===== config.mk =====
export PLATFORM = sky130hd
export DESIGN_NAME = uart_rx_ctrl
export DESIGN_NICKNAME = d
export VERILOG_FILES = /design/src/rtl/uart_rx_ctrl_pkg.sv /design/src/rtl/rx_sync2.sv /design/src/rtl/uart_rx_ctrl.sv
export SDC_FILE = /design/constraint.sdc
export NUM_CORES = 1
export LEC_CHECK = 0
export ABC_AREA = 0
export CORE_ASPECT_RATIO = 0.5
export CORE_UTILIZATION = 25
export DETAILED_ROUTE_END_ITERATION = 10
export PLACE_DENSITY_LB_ADDON = 0.2
export SLEW_MARGIN = 20
export SYNTH_ARGS = -nofsm -noshare
export SYNTH_HDL_FRONTEND = slang
export SYNTH_HIERARCHICAL = 1
export SYNTH_SLANG_ARGS = --single-unit

===== constraint.sdc =====
create_clock -name CLOCK -period 1.5 [get_ports CLOCK]
set_input_delay 0.225 -clock CLOCK [delete_from_list [all_inputs] [get_ports CLOCK]]
set_output_delay 0.225 -clock CLOCK [all_outputs]
set_load 0.005 [all_outputs]

===== src/rtl/uart_rx_ctrl_pkg.sv =====
// uart_rx_ctrl_pkg: shared UART receiver state encoding and bit-timer load derivation
package uart_rx_ctrl_pkg;
  typedef enum logic [1:0] {IDLE = 2'd0, START = 2'd1, DATA = 2'd2, STOP = 2'd3} rx_state_t;
  localparam int CLKS_PER_BIT_DEF = 217;
  function automatic logic [7:0] half_load(input int cpb);
    return 8'(cpb / 2 - 1);
  endfunction
  function automatic logic [7:0] full_load(input int cpb);
    return 8'(cpb - 1);
  endfunction
endpackage


===== src/rtl/rx_sync2.sv =====
// rx_sync2: two-flop synchronizer for an idle-high asynchronous line
module rx_sync2 (
  input  logic CLOCK,
  input  logic reset_n,
  input  logic d,
  output logic q
);
  logic m;
  always_ff @(posedge CLOCK or negedge reset_n)
    if (!reset_n) {q, m} <= 2'b11;
    else {q, m} <= {m, d};
endmodule


===== src/rtl/uart_rx_ctrl.sv =====
// uart_rx_ctrl: UART receive sequencer driving an external bit-timing down-counter
module uart_rx_ctrl
  import uart_rx_ctrl_pkg::*;
#(
  parameter int CLKS_PER_BIT = CLKS_PER_BIT_DEF
) (
  input  logic       CLOCK,
  input  logic       reset_n,
  input  logic       rx_en,
  input  logic       rx,
  input  logic       tmr_co,
  output logic       tmr_load,
  output logic [7:0] tmr_load_value,
  output logic [7:0] rx_data,
  output logic       rx_valid,
  output logic       frame_err,
  output logic       busy
);
  localparam logic [7:0] HALF_LOAD = half_load(CLKS_PER_BIT);
  localparam logic [7:0] FULL_LOAD = full_load(CLKS_PER_BIT);
  rx_state_t state, state_nxt;
  logic rx_s, rx_prev, start_edge;
  logic [2:0] bit_idx, bit_idx_nxt;
  logic [7:0] shreg, shreg_nxt, load_val_nxt;
  logic load_nxt, valid_nxt, err_nxt;
  rx_sync2 u_sync (.CLOCK(CLOCK), .reset_n(reset_n), .d(rx), .q(rx_s));
  assign start_edge = rx_prev & ~rx_s;
  always_ff @(posedge CLOCK or negedge reset_n)
    if (!reset_n) begin
      state          <= IDLE;
      rx_prev        <= 1'b1;
      bit_idx        <= 3'd0;
      shreg          <= 8'h00;
      tmr_load       <= 1'b0;
      tmr_load_value <= 8'h00;
      rx_data        <= 8'h00;
      rx_valid       <= 1'b0;
      frame_err      <= 1'b0;
      busy           <= 1'b0;
    end else begin
      state          <= state_nxt;
      rx_prev        <= rx_s;
      bit_idx        <= bit_idx_nxt;
      shreg          <= shreg_nxt;
      tmr_load       <= load_nxt;
      tmr_load_value <= load_val_nxt;
      rx_data        <= valid_nxt ? shreg : rx_data;
      rx_valid       <= valid_nxt;
      frame_err      <= err_nxt;
      busy           <= state_nxt != IDLE;
    end
  always_comb begin
    state_nxt   = state;
    bit_idx_nxt = bit_idx;
    shreg_nxt   = shreg;
    if (!rx_en) state_nxt = IDLE;
    else
      case (state)
        IDLE:  state_nxt = start_edge ? START : IDLE;
        START: if (tmr_co) begin
          state_nxt   = rx_s ? IDLE : DATA;
          bit_idx_nxt = 3'd0;
        end
        DATA:  if (tmr_co) begin
          shreg_nxt[bit_idx] = rx_s;
          bit_idx_nxt        = bit_idx + 3'd1;
          state_nxt          = bit_idx == 3'd7 ? STOP : DATA;
        end
        STOP:  state_nxt = tmr_co ? IDLE : STOP;
      endcase
  end
  always_comb begin
    load_nxt     = 1'b0;
    load_val_nxt = 8'h00;
    valid_nxt    = 1'b0;
    err_nxt      = 1'b0;
    if (rx_en)
      case (state)
        IDLE:  if (start_edge) begin
          load_nxt     = 1'b1;
          load_val_nxt = HALF_LOAD;
        end
        START: if (tmr_co && !rx_s) begin
          load_nxt     = 1'b1;
          load_val_nxt = FULL_LOAD;
        end
        DATA:  if (tmr_co) begin
          load_nxt     = 1'b1;
          load_val_nxt = FULL_LOAD;
        end
        STOP:  if (tmr_co) begin
          valid_nxt = rx_s;
          err_nxt   = ~rx_s;
        end
      endcase
  end
endmodule


; After elaboration in Yosys (flattened, before gate mapping)
; Cells that the tools add are included.
[op_classes]
muxes = 30
magnitude_cmp = 2
eq_ne = 6
n_addsub = 1
bitwise = 2
reduce_logical = 8
[ops]
columns = cell, count
row1 = $mux 8, 3
row2 = $pmux 8 s3, 1
row3 = $mux 1, 13
row4 = $mux 2, 5
row5 = $bwmux 8, 1
row6 = $pmux 2 s4, 1
row7 = $mux 7, 1
row8 = $mux 3, 2
row9 = $pmux 3 s2, 1
row10 = $eq 2x2->1 const B, 2
row11 = $lt 3x4->1 const B, 1
row12 = $ne 2x2->1 const B, 2
row13 = $reduce_and 4->1, 1
row14 = $reduce_bool 2->1, 2
row15 = $add 3x1->3 const B, 1
row16 = $demux 1 s3, 1
row17 = $eq 3x3->1 const B, 1
row18 = $ge 3x1->1 const B, 1
row19 = $pmux 1 s3, 1
row20 = $reduce_and 3->1, 1
row21 = $eq 2x1->1 const B, 1
row22 = $logic_and 1x1->1, 2
row23 = $logic_not 2->1, 1
row24 = $and 1x1->1, 1
row25 = other kinds (2), 2
[word_totals]
output_inout_bits = 20
wordCells = 61
register_bits = 36
inputBits = 5

; Depth between registers and ports, before layout
; Gate-level depths: netlist (run 1).
[logic_depth]
word_depth = 6
depth_mapped = 5

; Cells and area by module
; Netlist (run 1), hierarchy kept.
[modules_own_cells]
columns = module, seq_area_each_um2, area_each_um2, instances, cells_per_inst
row1 = uart_rx_ctrl, 701.9, 1320.0, 1, 101
row2 = rx_sync2, 52.6, 52.6, 1, 2

; Worst setup path before layout (run 1)
; OpenSTA, ideal clock, no wires.
[synth_path]
path_type = register to register
startpoint = register state[0]
endpoint = register shreg[2]
setup_time_ps = 125
arrival_time_ps = 1232
slack_ps = 144
stages_incl_launch_ff = 4
path_cell_list = dfrtp_1 nand4b_1 nor4b_2 mux2_2
[synth_via]
elab_chain_len = 2
[synth_lines]
columns = item, line
row1 = "start, declared", uart_rx_ctrl.sv:21  ; rx_state_t state, state_nxt;
row2 = "start signal, assigned", uart_rx_ctrl.sv:41  ; state <= state_nxt;
row3 = $eq 2x2->1, uart_rx_ctrl.sv:58  ; case (state)
row4 = $reduce_and 3->1 (no line), n/a
row5 = "end signal, assigned", uart_rx_ctrl.sv:44  ; shreg <= shreg_nxt;
row6 = "end, declared", uart_rx_ctrl.sv:24  ; logic [7:0] shreg, shreg_nxt, load_val_nxt;
; No other way between the ends.
; A chain may end at the register's enable or synchronous reset.

; Final worst setup path (run 1)
; Ends and elaborated chain as after synthesis.

==> results.tsv, run 1 <==
stage	metric	value	unit
cts	cts_tree	done	
cts	clkTransAtPathRegs	0.07	ns
routing	initialDrtViolationCount	32	
global_route	grt_use_total	9.87	%
final_layout	fillers	518	
synth	synth-seq-cells	30	
final_layout	fin_nets	138	
power	pwr_density_cell	1110	nW/µm²
cts	htreeDepth	2	
final_layout	multi_input_area	492	µm²
final_layout	layout-drive-gt1-share	33.3	%
routing	antenna_left	0	
final_layout	regArea	754	µm²
cts	clock_path_buffers	2	
cts	numClockSinks	30	
final_layout	syn2layout_area_growth	32.0	%
placement	place.gp.congestion	0.764	
placement	port_buffers	23	
routing	dr_total_vias	868	
final_layout	final_cell_mix	27 x dfrtp_1, 22 x clkdlybuf4s50_1, 16 x mux2_2, 10 x buf_4	
final_layout	layout_commonest_cell	dfrtp_1	
routing	drt-pass1-iter-count	4	
critical_path	worstSetupPathType	flop to flop	
synth	mappedNetlistArea	1370	µm²
hold_path	hold_class	primary input to async pin	
sta	fin_ws	0.0346	ns
synth	synthDistinctLibCells	31	
run	maxCapViolCount	0	
final_layout	design_area	1810	µm²
synth	synth_area_leader_cell	dfrtp_1	
global_route	grt_max_degree	31	
power	ir_worst_vdd	0.413	mV
routing	routedWlPerCell	12.0	µm
cts	cts_made_buffers	5	
status	status	complete, no violations	
routing	viasPerCell	4.30	
synth	synth_nets	110	
power	seqPwrFrac	42.7	%
final_layout	final_core_util	35.6	%
synth	yosys_most_used_dff	dfrtp_1	
cts	insertion_delay	0.28	ns
placement	dp_slack	-0.395	ns
placement	dp_hpwl	1690	µm
sta	clock_skew	0.00225	ns
synth	ys_warn_count	6	
critical_path	critPathRequiredTime	1.67	ns
synth	yosysTopAreaCellShare	49.2	%
power	swShare	19.6	%
cts	cts_hold_buf	0	
critical_path	critical_path.max_fanout	4	
power	p_leak	0.830	nW
routing	drc	0	
global_route	grt_pass1_vias	843	
floorplanning	die_area	5810	µm²
placement	dpl_cell_area	1660	µm²
synth	async_flop_share	100	%
floorplanning	initial_core_util	27.0	%
critical_path	cp-start-kind	flop	
cts	root_buffer	clkbuf_8	
critical_path	crit_path_end_kind	flop	
floorplanning	fp.dieW	107	µm
sta	finalSetupTns	0	ns
sta	fmax	0.682	GHz
power	p_comb_share	6.7	%
sta	finalCriticalPeriod	1.47	ns
power	power.share.clock	50.5	%
critical_path	critPathArrivalTime	1.63	ns
synth	syn_avg_cell_area	13.3	µm²
power	intPower	1.62	mW
synth	seq_area_frac_synth	55.0	%
sta	hold_viol_final	0	
sta	fin_crit_sh	97.7	%
floorplanning	die_h	54.4	µm
power	switchingPower	394	µW
global_route	grt_pass1_wl	4150	µm
sta	slew_violations	0	
sta	setup_violations	0	
sta	rsz0062_at_grt	yes	
floorplanning	core_area	5090	µm²
floorplanning	rows	18	
routing	wl	2430	µm
floorplanning	boundaryPins	25	
global_route	grt_overflow	0	
synth	ys_top_cells_by_area	dfrtp_1 49%, mux2_2 13%, dfstp_2 5.7%, buf_4 3.8%, clkbuf_8 3.0%	
final_layout	antenna_cells	0	
synth	synth_edf_count	0	
synth	postSynthCellCount	103	
global_route	antenna_found_initial	0	
[worst paths after layout]
| path | to | cells past startpoint | from | slack [ns] |
|---|---|---|---|---|
| max in group asynchronous | rx_prev | 2 | reset_n | 0.96 |
| hold reg to reg | u_sync/q | 0 | u_sync/m | 0.36 |
| min in group CLOCK | u_sync/m | 1 | rx | 0.35 |
| setup / recovery | shreg[2] | 4 | state[0] | 0.03 |
| hold / removal | rx_data[1] | 2 | reset_n | 0.31 |
| setup reg to reg | shreg[2] | 4 | state[0] | 0.03 |
[cell families (layout without fill, tap and decap cells)]
group | Yosys count | after routing | share of synthesized area, %
fa+ha+maj | 2 | 2 | 1.82
simple gates | 26 | 26 | 12.9
mux | 19 | 19 | 15.3
flops | 30 | 30 | 55.0
compound gates | 9 | 9 | 5.11
other cells | 1 | 1 | 0.273
buf+inv | 16 | 45 | 9.66
[what timing repair did]
item,in CTS,in global routing
resized for setup,1,1
pin swaps,1,0
setup endpoints to repair,4,5
setup buffers,1,0
[power by group through the flow]
stage	clock (mW)	combinational (mW)	sequential [mW]
4_1_cts	1.05	0.137	0.859
6_report	1.02	0.135	0.860
5_1_grt	1.09	0.152	0.862
3_5_place_dp	0	0.137	0.874
2_1_floorplan	0	0.0854	0.862
3_3_place_gp	0	0.137	0.874
[flip-flops by register name, summed over array words and instances (netlist names)]
name and count:
bit_idx 3, u_sync/q 1, tmr_load_value 2, state 2, frame_err 1, rx_prev 1
rx_data 8, shreg 8, u_sync/m 1, tmr_load 1, busy 1, rx_valid 1
[stage by stage]
step                      instances  hold slack (ns)  total power [mW]
after floorplan                 103          -0.0706             0.947
after global placement          193            0.346              1.01
after detailed placement        193            0.349              1.01
after CTS                       202            0.307              2.04
after global routing            202            0.320              2.10
final                           202            0.307              2.01
[area by class of cell]
type                    count  area share, %
clock buffers               6           4.56
inverters                   3          0.622
repair buffers             34           17.9
multi-input cells          57           27.1
well taps                  70           4.83
clock inverters             2           3.31
flip-flops and latches     30           41.6
[synthesized netlist by cell type, drive strengths merged, types with 2 or more instances]
cell type,instances
nor4b,3
clkbuf,3
nand3,2
mux2,16
buf,10
inv,3
mux2i,3
o2bb2ai,3
dfrtp,27
nand4b,3
nor2,5
a22oi,2
dfstp,3
nand2,6
ha,2
[routing by layer]
layer	vias to the layer above	part of all wire (%)	GRT usage, %
li1	411	-	-
met1	428	50	12.8
met2	24	43	14.0
met3	5	5.5	3.45
met4	0	1.6	6.85
met5	-	0	0
[critical path, cell delays in order, from the launching register on]
cell	delay, ns
dfrtp_1	0.40
nand4b_1	0.18
buf_4	0.17
nor4b_2	0.26
mux2_2	0.36
(Power assumes the default switching activity.)
==> inputs of run 2 (changes only) <==
==> constraint.sdc (replaced) <==
create_clock -name CLOCK -period 1.2 [get_ports CLOCK]
set_input_delay 0.18 -clock CLOCK [delete_from_list [all_inputs] [get_ports CLOCK]]
set_output_delay 0.18 -clock CLOCK [all_outputs]
set_load 0.005 [all_outputs]
==> results.tsv, run 2 (synthesis gave the netlist of run 1 again) <==
stage	metric	value	unit	change
sta	fin_crit_sh	118	%	+21 points
critical_path	crit_start	state[0]		
critical_path	critical_path.max_fanout	4		unchanged
final_layout	final_cell_mix	24 x dfrtp_1, 21 x dlygate4sd2_1, 18 x buf_4, 16 x mux2_4, 6 x clkbuf_8		
placement	place.gp.congestion	0.716		-6.3%
critical_path	crit_path_end_kind	flop		
critical_path	worstSetupPathType	flop to flop		
final_layout	syn2layout_area_growth	51.4	%	
global_route	grt_pass1_vias	993		+18%
routing	viasPerCell	4.19		-2.5%
hold_path	hold_class	primary input to async pin		
final_layout	antenna_cells	0		unchanged
floorplanning	fp.dieW	107	µm	unchanged
status	violations	setup timing		
routing	drc	0		unchanged
cts	clock_path_buffers	2		unchanged
final_layout	layout-drive-gt1-share	49.7	%	+16 points
global_route	grt_pass1_wl	4920	µm	+18%
routing	routedWlPerCell	13.5	µm	+12%
final_layout	fillers	516		-0.39%
placement	dp_slack	-0.617	ns	-0.222 ns
routing	drt-pass1-iter-count	4		unchanged
routing	dr_total_vias	909		+4.7%
placement	dp_hpwl	1880	µm	+11%
cts	insertion_delay	0.27	ns	about the same
cts	numClockSinks	30		unchanged
sta	hold_viol_final	0		unchanged
sta	slew_violations	0		unchanged
final_layout	fin_nets	153		+11%
routing	antenna_left	0		unchanged
sta	fmax	0.705	GHz	+3.3%
sta	setup_violations	19		+19
placement	post-place-cells	199		+3.1%
final_layout	fin_cells	217		+7.4%
critical_path	critPathArrivalTime	1.58	ns	-0.05 ns
cts	cts_made_buffers	5		unchanged
routing	initialDrtViolationCount	5		-84%
floorplanning	boundaryPins	25		unchanged
global_route	grt_overflow	0		unchanged
final_layout	top_regs	rx_data x8, shreg x8, bit_idx x3		
global_route	grt_use_total	11.4	%	+1.5 points
global_route	antenna_found_initial	0		unchanged
sta	clock_skew	0.00699	ns	+0.00474 ns
sta	fin_ws	-0.219	ns	-0.253 ns
floorplanning	core_area	5090	µm²	unchanged
status	status	finished with violations		
run	maxCapViolCount	0		unchanged
sta	finalCriticalPeriod	1.42	ns	-0.0468 ns
sta	whs	0.263	ns	-0.0440 ns
cts	htreeDepth	2		unchanged
final_layout	layout_commonest_cell	dfrtp_1		
floorplanning	die_area	5810	µm²	unchanged
floorplanning	die_h	54.4	µm	unchanged
cts	root_buffer	clkbuf_8		
routing	wl	2930	µm	+21%
floorplanning	initial_core_util	27.0	%	unchanged
critical_path	worstReg2RegStart	state[0]		
power	ir_worst_vdd	0.420	mV	+1.6%
sta	rsz0062_at_grt	yes		
critical_path	critPathRequiredTime	1.36	ns	-0.31 ns
power	p_leak	1.06	nW	+28%
power	total_power	2.16	mW	+7.4%
global_route	grt_max_degree	31		unchanged
placement	port_buffers	23		unchanged
cts	clkTransAtPathRegs	0.06	ns	about the same
power	pwr_density_cell	1040	nW/µm²	-6.3%
floorplanning	rows	18		unchanged
critical_path	cp-start-kind	flop		
cts	cts_tree	done		
-- run 2: changes by cell type in the layout (fill, tap and decap cells not counted), sizes merged --
| cell | before | now |
|---|---|---|
| buf | 11 | 25 |
| nand3 | 2 | 3 |
| clkbuf | 6 | 7 |
| dlygate4sd2 | 1 | 21 |
| clkdlybuf4s50 | 22 | 2 |
| clkinv | 0 | 1 |
| bufinv | 2 | 0 |
-- run 2: worst paths after layout --
kind | end | slack, ns | cells past startpoint
setup / recovery | shreg[4] | -0.22 | 4
hold reg to reg | u_sync/q | 0.36 | 0
min in group CLOCK | u_sync/m | 0.31 | 1
hold / removal | tmr_load_value[4] | 0.26 | 2
max in group asynchronous | u_sync/m | 0.70 | 2
setup reg to reg | shreg[4] | -0.22 | 4
-- run 2: final cells by class --
type / count / area (µm²) / share of cell area, %
tap: 70 / 87.6 / 4.21
multi-input combinational: 58 / 694 / 33.4
timing repair buffer: 48 / 435 / 21.0
clock inverter: 1 / 5.00 / 0.241
inverter: 3 / 11.3 / 0.542
sequential: 30 / 758 / 36.5
clock buffer: 7 / 86.3 / 4.15
-- run 2: where the power goes --
part	internal (mW)	total [mW]	switching (mW)
registers	1.05	1.08	0.0327
logic	0.143	0.257	0.113
clock network	0.462	0.826	0.364
total	1.65	2.16	0.510
-- run 2: through the flow --
stage / utilization, % / TNS (ns) / cell area (µm²)
floorplan: - / -1.21 / 1430
global placement: 34.5 / -9.56 / 1760
detailed placement: 34.5 / -9.36 / 1760
CTS: 40.2 / -2.49 / 2050
global route: 40.8 / -3.11 / 2080
finish: 40.8 / -1.96 / 2080
-- run 2: routing by layer --
layer / part of all wire (%) / track usage, % / vias up
met2: 45 / 17.4 / 14
met3: 3.9 / 3.81 / 2
met5: 0 / 0 / -
met1: 51 / 15.4 / 445
met4: 0.72 / 3.42 / 0
li1: - / - / 448
-- run 2: what timing repair did --
action	CTS	global route
gates cloned	1	0
setup endpoints to repair	40	23
gates resized for setup	46	7
buffers inserted	9	1
hold buffers	0	0
pin swaps	6	7
-- run 2: worst max-delay path, cell delays in order (launching register included) --
cell and delay [ns]:
dfrtp_1 0.39, nand4b_1 0.20, buf_6 0.16, nor4b_4 0.23, mux2_4 0.32
